$ cat src/rtl/sweep_sig_compactor.sv
// sweep_sig_compactor
//   Self-test stage wrapped around a 14-input, single-output logic block.
//   It sweeps a programmable window of the input space, one vector per cycle,
//   and folds the block's response into a MISR signature and a ones-count.
//   Comparing optimised and unoptimised netlists then reduces to comparing
//   signatures.
//
// Ports
//   clk         rising-edge clock for all state
//   rst_n       asynchronous active-low reset
//   start       one-cycle sweep request, honoured only in IDLE
//   cfg_base    first vector of the sweep (sampled with start)
//   cfg_count   number of vectors, 0 = full 2^N_IN (sampled with start)
//   x_out       registered input vector to the block under test
//   y_in        response of the block under test
//   busy        high while vectors are presented or responses are draining
//   done        one-cycle pulse once signature/ones_count are final
//   signature   MISR value, stable outside busy
//   ones_count  number of sampled responses equal to 1 in the last sweep
//
// FSM
//   state | meaning
//   IDLE  | waiting for start; outputs hold results of the last sweep
//   DRIVE | presenting one vector per cycle
//   DRAIN | last vector held while in-flight responses are sampled
//   DONE  | single-cycle completion pulse, then back to IDLE

module sweep_sig_compactor #(
  parameter int                N_IN     = 14,
  parameter int                SIG_W    = 16,
  parameter logic [SIG_W-1:0]  SIG_POLY = 16'h1021,
  parameter logic [SIG_W-1:0]  SIG_SEED = 16'h0000,
  parameter int                DUT_LAT  = 0
) (
  input  logic              clk,
  input  logic              rst_n,
  input  logic              start,
  input  logic [N_IN-1:0]   cfg_base,
  input  logic [N_IN-1:0]   cfg_count,
  output logic [N_IN-1:0]   x_out,
  input  logic              y_in,
  output logic              busy,
  output logic              done,
  output logic [SIG_W-1:0]  signature,
  output logic [N_IN:0]     ones_count
);

  localparam logic [1:0] ST_IDLE  = 2'd0;
  localparam logic [1:0] ST_DRIVE = 2'd1;
  localparam logic [1:0] ST_DRAIN = 2'd2;
  localparam logic [1:0] ST_DONE  = 2'd3;

  localparam logic [N_IN:0]   CNT_ONE  = (N_IN+1)'(1);
  localparam logic [N_IN:0]   CNT_FULL = {1'b1, {N_IN{1'b0}}};
  localparam logic [N_IN-1:0] X_ONE    = N_IN'(1);

  logic [1:0]       state_q;
  logic [N_IN:0]    remaining_q;
  logic             accept;
  logic             drive_vld;
  logic             sample_vld;
  logic             drain_pending;
  logic [SIG_W-1:0] sig_next;

  assign accept    = (state_q == ST_IDLE) && start;
  assign drive_vld = (state_q == ST_DRIVE);
  assign busy      = (state_q == ST_DRIVE) || (state_q == ST_DRAIN);
  assign done      = (state_q == ST_DONE);

  // Valid-bit pipe that tracks which cycles carry a response to be sampled.
  // drain_pending says whether anything is still in flight behind the stage
  // that is emerging this cycle.
  generate
    if (DUT_LAT == 0) begin : g_nolat
      assign sample_vld    = drive_vld;
      assign drain_pending = 1'b0;
    end else begin : g_lat
      localparam logic [DUT_LAT-1:0] REST_MASK = {DUT_LAT{1'b1}} >> 1;
      logic [DUT_LAT-1:0] pipe_q;

      always_ff @(posedge clk or negedge rst_n) begin
        if (!rst_n) begin
          pipe_q <= '0;
        end else begin
          pipe_q[0] <= drive_vld;
          for (int i = 1; i < DUT_LAT; i++) begin
            pipe_q[i] <= pipe_q[i-1];
          end
        end
      end

      assign sample_vld    = pipe_q[DUT_LAT-1];
      assign drain_pending = |(pipe_q & REST_MASK);
    end
  endgenerate

  always_ff @(posedge clk or negedge rst_n) begin
    if (!rst_n) begin
      state_q     <= ST_IDLE;
      x_out       <= '0;
      remaining_q <= '0;
    end else begin
      case (state_q)
        ST_IDLE: begin
          if (start) begin
            x_out       <= cfg_base;
            remaining_q <= (cfg_count == '0) ? CNT_FULL : {1'b0, cfg_count};
            state_q     <= ST_DRIVE;
          end
        end
        ST_DRIVE: begin
          // remaining_q counts vectors still to present, including this one;
          // on the last one x_out is left holding it.
          if (remaining_q == CNT_ONE) begin
            state_q <= (DUT_LAT == 0) ? ST_DONE : ST_DRAIN;
          end else begin
            x_out       <= x_out + X_ONE;
            remaining_q <= remaining_q - CNT_ONE;
          end
        end
        ST_DRAIN: begin
          if (!drain_pending) begin
            state_q <= ST_DONE;
          end
        end
        default: begin
          state_q <= ST_IDLE;
        end
      endcase
    end
  end

  always_comb begin
    sig_next = {signature[SIG_W-2:0], 1'b0}
             ^ (signature[SIG_W-1] ? SIG_POLY : '0)
             ^ {{(SIG_W-1){1'b0}}, y_in};
  end

  // y_in is only looked at when a valid bit emerges, so an undriven or
  // X-valued response outside the sampling window never reaches the MISR.
  always_ff @(posedge clk or negedge rst_n) begin
    if (!rst_n) begin
      signature  <= SIG_SEED;
      ones_count <= '0;
    end else if (accept) begin
      signature  <= SIG_SEED;
      ones_count <= '0;
    end else if (sample_vld) begin
      signature  <= sig_next;
      ones_count <= ones_count + {{N_IN{1'b0}}, y_in};
    end
  end

endmodule

$ cat config.mk
export PLATFORM = sky130hd
export DESIGN_NAME = sweep_sig_compactor
export DESIGN_NICKNAME = d
export VERILOG_FILES = /design/src/rtl/sweep_sig_compactor.sv
export SDC_FILE = /design/constraint.sdc
export NUM_CORES = 1
export LEC_CHECK = 0
export ABC_AREA = 1
export BUFFER_PORTS_ARGS = -buffer_cell sky130_fd_sc_hd__buf_4
export CAP_MARGIN = 40
export CORE_MARGIN = 2
export CORE_UTILIZATION = 50
export DETAILED_ROUTE_END_ITERATION = 10
export PLACE_DENSITY = 0.75
export REMOVE_ABC_BUFFERS = 1
export SYNTH_ARGS = -nofsm -noshare
export SYNTH_HDL_FRONTEND = slang
export SYNTH_SLANG_ARGS = --single-unit
$ cat constraint.sdc
create_clock -name clk -period 1.7 [get_ports clk]
set_clock_uncertainty 0.05 [all_clocks]
set_input_delay 0.085 -clock clk [delete_from_list [all_inputs] [get_ports clk]]
set_output_delay 0.085 -clock clk [all_outputs]
set_load 0.02 [all_outputs]
==> reports/metrics.cfg <==
[synth]
ys_seq_area_share_pct=41.42
netlist_top_cells_area=dfrtp_1 (41%), nand2_1 (19%), inv_1 (6.3%)
synth_edf_count=0
yosysTopAreaCellShare_pct=41.42
synth-compound-area-share_pct=9.486
syn_avg_cell_area_sq_um=6.976
synth_area_sq_um=3746
yosysTopAreaCell=dfrtp_1
synthAdderAreaFrac_pct=3.006
ys_warn_count=0
synthCells=537
synth_top_family_by_area=simple AND/OR/NAND/NOR gates
synthSimpleGateAreaFrac_pct=36.31
synth_seq_cells=62
synth_mux_area_share_pct=0
yosys.area_share.xor_xnor_pct=0.9352
ys.flop_type=dfrtp_1
synthDistinctLibCells=29
synth-async-reset-ratio_pct=100.0

[timing]
hold_slack_ns=0.006409
max_slew_margin_pct=68.46
fmax_ghz=0.6158
finalSetupViolations=0
rsz0062_at_grt=yes
hold_violations=0
post-route-period-util_pct=95.53
worst_slew_pin_slew_ns=0.4731
layout_setup_ws_ns=0.07601
maxSlewViolCount=0
period_needed_ns=1.624

[layout]
layout_commonest_cell=nand2_1
area_delta_synth_final_pct=37.51
final_cell_mix=nand2_1 (190), buf_4 (95), dfrtp_1 (58)
drive_gt1_share_pct=26.56
utilization_pct=71.02
diodes=0
n_fill_cell=600
nets=695

[worst_hold_path]
min_path_type=primary input to flip-flop
whs_endpoint=x_out[5]
holdPathStages=5
hp-start=cfg_base[5]

[drt]
route.met2.wl_mm=4.907
routed_via_density=5.266
ant_nets=0
drcViolationCount=0
wl_mm=10.18
avgRoutedWirePerCell_microns=13.43
top_layer=met4
wl_met1_mm=4.442
drt_iter0_markers=175
vias=3992
dr_wl_met3_microns=597
drtPass1Iterations=5

[global_routing]
grt_pass1_wl_mm=15.85
grt_max_degree=39
grt.total_usage_pct=23.40
overflow=0
antenna_found_initial=0
grt_pass1_vias=3481

[power]
p_leak_nw=2.623
peakVddDrop_uv=1026
p_per_area_nw_per_um2=1859

[clocking]
path_clk_slew_ns=0.07
cts.sinks=62
clk_path_buf_depth=2
cts_root_buf=clkbuf_8
cts_made_buffers=9
worstSkewPairLatency_ns=0.35
cts_tree=built
h-tree-depth=3

[setup_path]
worst_ep_arrival_time_ns=1.80
cp.required_ns=1.88
endpoint_kind=flip-flop
worst_r2r_startpoint=remaining_q[5]
cp-start-kind=flip-flop
reg2reg_slack_ns=0.08
critical_path_class=flip-flop to flip-flop
r2r-end=x_out[4]
critical_path_peak_fanout=10
reg2regPathDepth=10

[floorplan]
io_pins=79
core_area_sq_um=7253
initial_core_util_pct=51.65
die_x_microns=90.56
rows=31
dieHeight_microns=90.56
die-area_sq_um=8200

[placement]
dp_slack_ns=-0.06162
io_buffers=78
gp_congestion=0.8911
dp_hpwl_mm=6.573

[run_status]
run_status=completed

[flow_run]
maxCapViolCount=0

==> worst max-delay path by stage <==
stage / start / end / slack [ns] / cells past startpoint
floorplan: state_q[1] / remaining_q[0] / -1.49 / 7
global placement: ones_count[0] / ones_count[14] / 0.02 / 9
detailed placement: state_q[1] / ones_count[7] / -0.06 / 8
CTS: ones_count[0] / ones_count[14] / 0.002 / 9
global route: remaining_q[3] / x_out[4] / -0.04 / 9
finish: remaining_q[5] / x_out[4] / 0.08 / 10
==> stage by stage <==
| step | total power, mW | cells | TNS (ns) | area [sq um] |
|---|---|---|---|---|
| floorplan | 5.468 | 522 | -51.57 | 3651 |
| global placement | 7.076 | 714 | 0 | 4511 |
| detailed placement | 7.213 | 714 | -0.1132 | 4511 |
| CTS | 8.624 | 744 | 0 | 4867 |
| global route | 10.28 | 758 | -0.2231 | 5151 |
| finish | 9.576 | 758 | 0 | 5151 |
==> flip-flops by register name, summed over array words and instances, names as in the netlist <==
register,count
signature,16
ones_count,15
state_q,2
remaining_q,15
x_out,14
==> synth_stat cells, types with 2 or more instances <==
master    count
nand2_1     193
inv_1        63
dfrtp_1      62
nor2_1       49
nand3_1      43
o21ai_0      31
o22ai_1      13
a21oi_1      10
ha_1          9
nand4_1       9
nor2_2        8
nor3_1        7
clkbuf_1      5
or2_2         5
buf_2         4
nand3_2       4
o21ai_2       4
buf_6         3
xnor2_1       3
buf_1         2
o31ai_1       2
==> power breakdown <==
part	switching (mW)	leakage, nW	internal [mW]	total (mW)
clock	0.610	0.0976	0.754	1.36
combinational	3.20	1.72	2.33	5.53
sequential	0.633	0.803	2.05	2.68
==> layout make-up <==
| cell class | count | area [sq um] | share of cell area, % |
|---|---|---|---|
| Timing Repair inverter | 1 | 7.507 | 0.1457 |
| Timing Repair Buffer | 119 | 1042 | 20.23 |
| Sequential cell | 62 | 1556 | 30.22 |
| Multi-Input combinational cell | 398 | 1972 | 38.28 |
| Tap cell | 99 | 123.9 | 2.405 |
| Inverter | 63 | 240.2 | 4.664 |
| Clock buffer | 11 | 151.4 | 2.939 |
| Clock inverter | 5 | 57.56 | 1.117 |
==> routing by layer <==
layer / track usage [%] / vias up
li1: - / 1957
met1: 31.77 / 1855
met2: 37.38 / 155
met3: 4.174 / 25
met4: 8.846 / 0
met5: 0 / -
==> worst max-delay path, stage by stage (launching register included) <==
cell     delay (ns)
dfrtp_1        0.42
nor2_2         0.17
nand2_2        0.09
nor2_2         0.15
nand3_2        0.08
nand2_2        0.08
nor2_4         0.04
buf_12         0.14
buf_12         0.14
nand2_1        0.05
o21ai_0        0.08
==> timing repair <==
action / CTS / global route
hold buffers: 14 / 0
hold endpoints to repair: 47 / 0
gates cloned: 0 / 7
pin swaps: 0 / 5
setup buffers: 0 / 7
setup endpoints to repair: 3 / 50
gates resized for setup: 2 / 40
==> logic make-up (layout without fill, tap and decap cells) <==
group | Yosys count | count (layout)
adders and majority gates | 9 | 9
buffers and inverters | 78 | 199
and+or+nand+nor | 321 | 322
DFF | 62 | 62
xor gates and xnor gates | 4 | 4
AOI/OAI and AO/OA | 63 | 63
Power figures use the tool's default switching activity.
